$ cat src/rtl/rv32i_types.sv
// Shared RV32I core types, including the cacheline arbiter's state and round-robin encodings.
package rv32i_types;

    typedef logic [31:0] rv32i_word;

    typedef enum logic [1:0] {
        ARB_IDLE,
        ARB_SERVE_I,
        ARB_SERVE_D
    } arb_state_t;

    typedef enum logic {
        SRC_I,
        SRC_D
    } arb_src_t;

endpackage

$ cat src/rtl/cache_arbiter.sv
// Round-robin arbiter sharing the physical-memory cacheline port between icache and dcache.
// A grant is held until pmem_resp, and every grant is followed by at least one IDLE cycle.
module cache_arbiter
    import rv32i_types::*;
#(
    parameter int ADDR_W = 32,
    parameter int LINE_W = 256
) (
    input  logic              clk,
    input  logic              rst,

    input  logic              i_read,
    input  logic [ADDR_W-1:0] i_addr,
    output logic [LINE_W-1:0] i_rdata,
    output logic              i_resp,

    input  logic              d_read,
    input  logic              d_write,
    input  logic [ADDR_W-1:0] d_addr,
    input  logic [LINE_W-1:0] d_wdata,
    output logic [LINE_W-1:0] d_rdata,
    output logic              d_resp,

    output logic              pmem_read,
    output logic              pmem_write,
    output logic [ADDR_W-1:0] pmem_addr,
    output logic [LINE_W-1:0] pmem_wdata,
    input  logic [LINE_W-1:0] pmem_rdata,
    input  logic              pmem_resp
);

    arb_state_t state;
    arb_src_t   last;

    logic d_pend;
    assign d_pend = d_read | d_write;

    always_ff @(posedge clk) begin
        if (rst) begin
            state <= ARB_IDLE;
            last  <= SRC_D;
        end else begin
            unique case (state)
                ARB_IDLE: begin
                    // On a tie, grant whoever was not served last.
                    if (i_read && (!d_pend || last == SRC_D))
                        state <= ARB_SERVE_I;
                    else if (d_pend)
                        state <= ARB_SERVE_D;
                end
                ARB_SERVE_I: begin
                    if (pmem_resp) begin
                        state <= ARB_IDLE;
                        last  <= SRC_I;
                    end
                end
                ARB_SERVE_D: begin
                    if (pmem_resp) begin
                        state <= ARB_IDLE;
                        last  <= SRC_D;
                    end
                end
                default: state <= ARB_IDLE;
            endcase
        end
    end

    // Line data passes straight through; it only matters alongside the matching resp.
    assign i_rdata = pmem_rdata;
    assign d_rdata = pmem_rdata;

    // Outputs are forced quiet while rst is high so an abandoned transfer never completes.
    always_comb begin
        pmem_read  = 1'b0;
        pmem_write = 1'b0;
        pmem_addr  = '0;
        pmem_wdata = '0;
        i_resp     = 1'b0;
        d_resp     = 1'b0;
        if (!rst) begin
            unique case (state)
                ARB_SERVE_I: begin
                    pmem_read = 1'b1;
                    pmem_addr = i_addr;
                    i_resp    = pmem_resp;
                end
                ARB_SERVE_D: begin
                    pmem_read  = d_read & ~d_write;
                    pmem_write = d_write;
                    pmem_addr  = d_addr;
                    pmem_wdata = d_wdata;
                    d_resp     = pmem_resp;
                end
                default: ;
            endcase
        end
    end

    always_ff @(posedge clk) begin
        if (!rst && state == ARB_SERVE_D)
            assert (!(d_read && d_write))
            else $warning("cache_arbiter: d_read and d_write both high, serving as writeback");
    end

endmodule

$ cat config.mk
export PLATFORM = sky130hd
export DESIGN_NAME = cache_arbiter
export DESIGN_NICKNAME = d
export VERILOG_FILES = /design/src/rtl/rv32i_types.sv /design/src/rtl/cache_arbiter.sv
export SDC_FILE = /design/constraint.sdc
export NUM_CORES = 1
export LEC_CHECK = 0
export CAP_MARGIN = 0
export CELL_PAD_IN_SITES_DETAIL_PLACEMENT = 0
export CELL_PAD_IN_SITES_GLOBAL_PLACEMENT = 1
export CORE_AREA = 2 2 542 544
export DETAILED_ROUTE_END_ITERATION = 12
export DIE_AREA = 0 0 544 546
export PLACE_DENSITY = 0.4
export RECOVER_POWER = 100
export SYNTH_ARGS = -nofsm -noshare
export SYNTH_HDL_FRONTEND = slang
export SYNTH_SLANG_ARGS = --single-unit
$ cat constraint.sdc
create_clock -name clk -period 1.84 [get_ports clk]
set_input_delay 0.276 -clock clk [delete_from_list [all_inputs] [get_ports clk]]
set_output_delay 0.276 -clock clk [all_outputs]
set_load 0.01 [all_outputs]
==> results_dict.tcl <==
set metrics [dict create \
    antenna_found_initial 113 \
    ys_types 22 \
    switching_share 0.404 \
    wl_per_cell_um 37.7 \
    synth_warnings 0 \
    net-switching-power_mw 1.48 \
    crit_required_ps 1560 \
    drive_gt1_frac 0.471 \
    synth_compound_area_frac 0.0483 \
    finalSetupViolCount 292 \
    min_path_type "reg2reg" \
    failed_checks "setup timing" \
    slew_headroom 0.582 \
    htreeDepth 1 \
    fp.dieH_um 546 \
    syn_avg_cell_area_um2 6.93 \
    seqPwrFrac 0.022 \
    r2r-end "last" \
    drt_first_pass_iters 4 \
    min_period_over_period 1.25 \
    crit_path_end_kind "output pin" \
    synth_ff_type "dfxtp_1" \
    clock_path_buffers 2 \
    fin_crit_ps 2300 \
    status "finished with violations" \
    gp_congestion 0.909 \
    ys_seq_elements 3 \
    finalSetupTns_ps -81860 \
    pwr-share-comb 0.884 \
    grt_pass1_vias 7017 \
    yosys.area_share.adder 0.00601 \
    layout_commonest_cell "clkdlybuf4s50_1" \
    rrSetupSlack_ps 160 \
    synth_simple_gate_area_frac 0.284 \
    power.internal_mw 2.19 \
    numCtsBuffers 3 \
    fillerInstances 34400 \
    initial_utilization 0.0214 \
    layout_common_cells "clkdlybuf4s50_1, buf_12, and2_4" \
    dieWidth_um 544 \
    use_met2 0.174 \
    top_usage_layer "met2" \
    fin_ws_ps -461 \
    r2r_cells 6 \
    timing.hold.ws_ps 519 \
    synth_mux_area_frac 0 \
    powerDensity_mw_per_mm2 228 \
    core_area_mm2 0.292 \
    grt_max_degree 38 \
    synthXorXnorAreaFrac 0 \
    met3_usage 0.173 \
    holdPathStages 2 \
    grt-ovfl-total 0 \
    async_flop_share 0 \
    cts_root_buf "clkbuf_16" \
    clk_latency_ps 220 \
    postSynthCellCount 901 \
    reg2reg_from "state[1]" \
    grt_util_all_layers 0.121 \
    clock-skew-final_ps 0.770 \
    grt_pass1_wl_um 204000 \
    p_clk_frac 0.094 \
    p_leak_nw 5.11 \
    cts_hold_buf 0 \
    drt_iter0_markers 286 \
    synth_top_family_by_area "buffers and inverters" \
    drc 0 \
    ys_seq_area_frac 0.00962 \
    finalWirelength_um 187000 \
    hp-start "state[1]" \
    timing.fmax_mhz 435 \
    die_area_mm2 0.297 \
    std_cell_rows 199 \
    grt_setup_unrepaired "true" \
    ant_nets 0 \
    arrival_ps 2030 \
    viasPerCell 1.42 \
    vias 7041 \
    syn_to_final_growth_pct 159 \
    final_hold_viol_count 0 \
    synth_edf_count 0 \
    grtUsageMet1 0.0892 \
    dp_hpwl_um 181000 \
    min_to "state[1]" \
    syn-num-nets 1486 \
    tritoncts "built" \
    io_buffers 617 \
    clk_pin_slew_ps 30 \
    pin_count 1386 \
    crit_type "reg2out" \
    clkSinkCount 3 \
    syn-cell-area_mm2 0.00624 \
    maxCapViolCount 0 \
    start_kind "register" \
    drv_slew 0 \
    worst_pin_slew_ps 627 \
    path_max_fanout 7 \
    final_nets 1608 \
    ir_drop_v 0.000229 \
]
worst max-delay path by stage:
stage | start | endpoint | slack [ps] | cells past startpoint
5_1_grt | state[0] | pmem_write | -520 | 10
6_report | state[0] | pmem_write | -460 | 10
4_1_cts | state[0] | pmem_wdata[174] | -540 | 8
3_3_place_gp | state[0] | pmem_addr[16] | -770 | 6
2_1_floorplan | state[0] | pmem_wdata[100] | 230 | 7
3_5_place_dp | state[0] | pmem_addr[16] | -780 | 6
what timing repair did:
action	CTS	global route
resized for setup	261	243
cloned	4	5
endpoints found under the setup margin	292	292
buffers inserted	9	5
pin swaps	8	3
endpoints found under the hold margin	0	0
final cells by class:
class	instances	area [µm²]	share of cell area
diodes	13	32.5	0.00201
clock buffers	4	78.8	0.00488
inverters	5	18.8	0.00116
multi-input cells	341	2560	0.159
flip-flops and latches	3	62.6	0.00387
well taps	3919	4900	0.304
repair buffers	669	8500	0.526
stage by stage:
stage | util | cell area (µm²) | power, mW | setup slack (ps) | cells
finish | 0.0553 | 16200 | 3.68 | -461 | 4954
global route | 0.0552 | 16100 | 3.86 | -523 | 4941
CTS | 0.0536 | 15700 | 3.60 | -537 | 4932
detailed placement | 0.0525 | 15300 | 3.05 | -775 | 4915
global placement | 0.0525 | 15300 | 3.06 | -772 | 4915
floorplan | - | 6240 | 1.81 | 232 | 901
layer usage:
| metal | wire length (µm) | up-vias |
|---|---|---|
| met5 | 340 | - |
| met4 | 6170 | 20 |
| met3 | 59800 | 399 |
| met2 | 74900 | 1308 |
| met1 | 45800 | 2819 |
| li1 | - | 2495 |
synthesized netlist by cell type, types with 2 or more instances:
master	count	area share
buf_4	513	0.62
and2_1	258	0.26
nor2_1	35	0.021
a22oi_1	32	0.038
clkbuf_2	22	0.018
clkbuf_1	10	0.0060
inv_1	5	0.0030
buf_2	4	0.0032
buf_6	3	0.0054
dfxtp_1	3	0.0096
ha_1	3	0.0060
a21oi_1	2	0.0016
o21ai_0	2	0.0016
state kept, by name, indices dropped and copies added (netlist names):
name / count
state: 2
last: 1
critical path: stages (launching register included):
cell and delay [ps]:
dfxtp_2 320, inv_2 50, ha_4 200, and2b_4 190, buf_12 160, buf_4 160, buf_8 130, buf_4 130
buf_4 140, and2_4 160, buf_12 130
logic make-up after synthesis:
kind of cell,Yosys count
buffers and inverters,557
and+or+nand+nor,297
AOI/OAI and AO/OA,41
adders and majority gates,3
DFF,3
power by group through the flow:
stage / Clock (mW) / Sequential, mW / Combinational (mW)
2_1_floorplan: 0 / 0.0784 / 1.73
3_3_place_gp: 0 / 0.0791 / 2.98
3_5_place_dp: 0 / 0.0797 / 2.97
4_1_cts: 0.351 / 0.0827 / 3.17
5_1_grt: 0.359 / 0.0840 / 3.42
6_report: 0.345 / 0.0827 / 3.25
(Power assumes the default switching activity.)
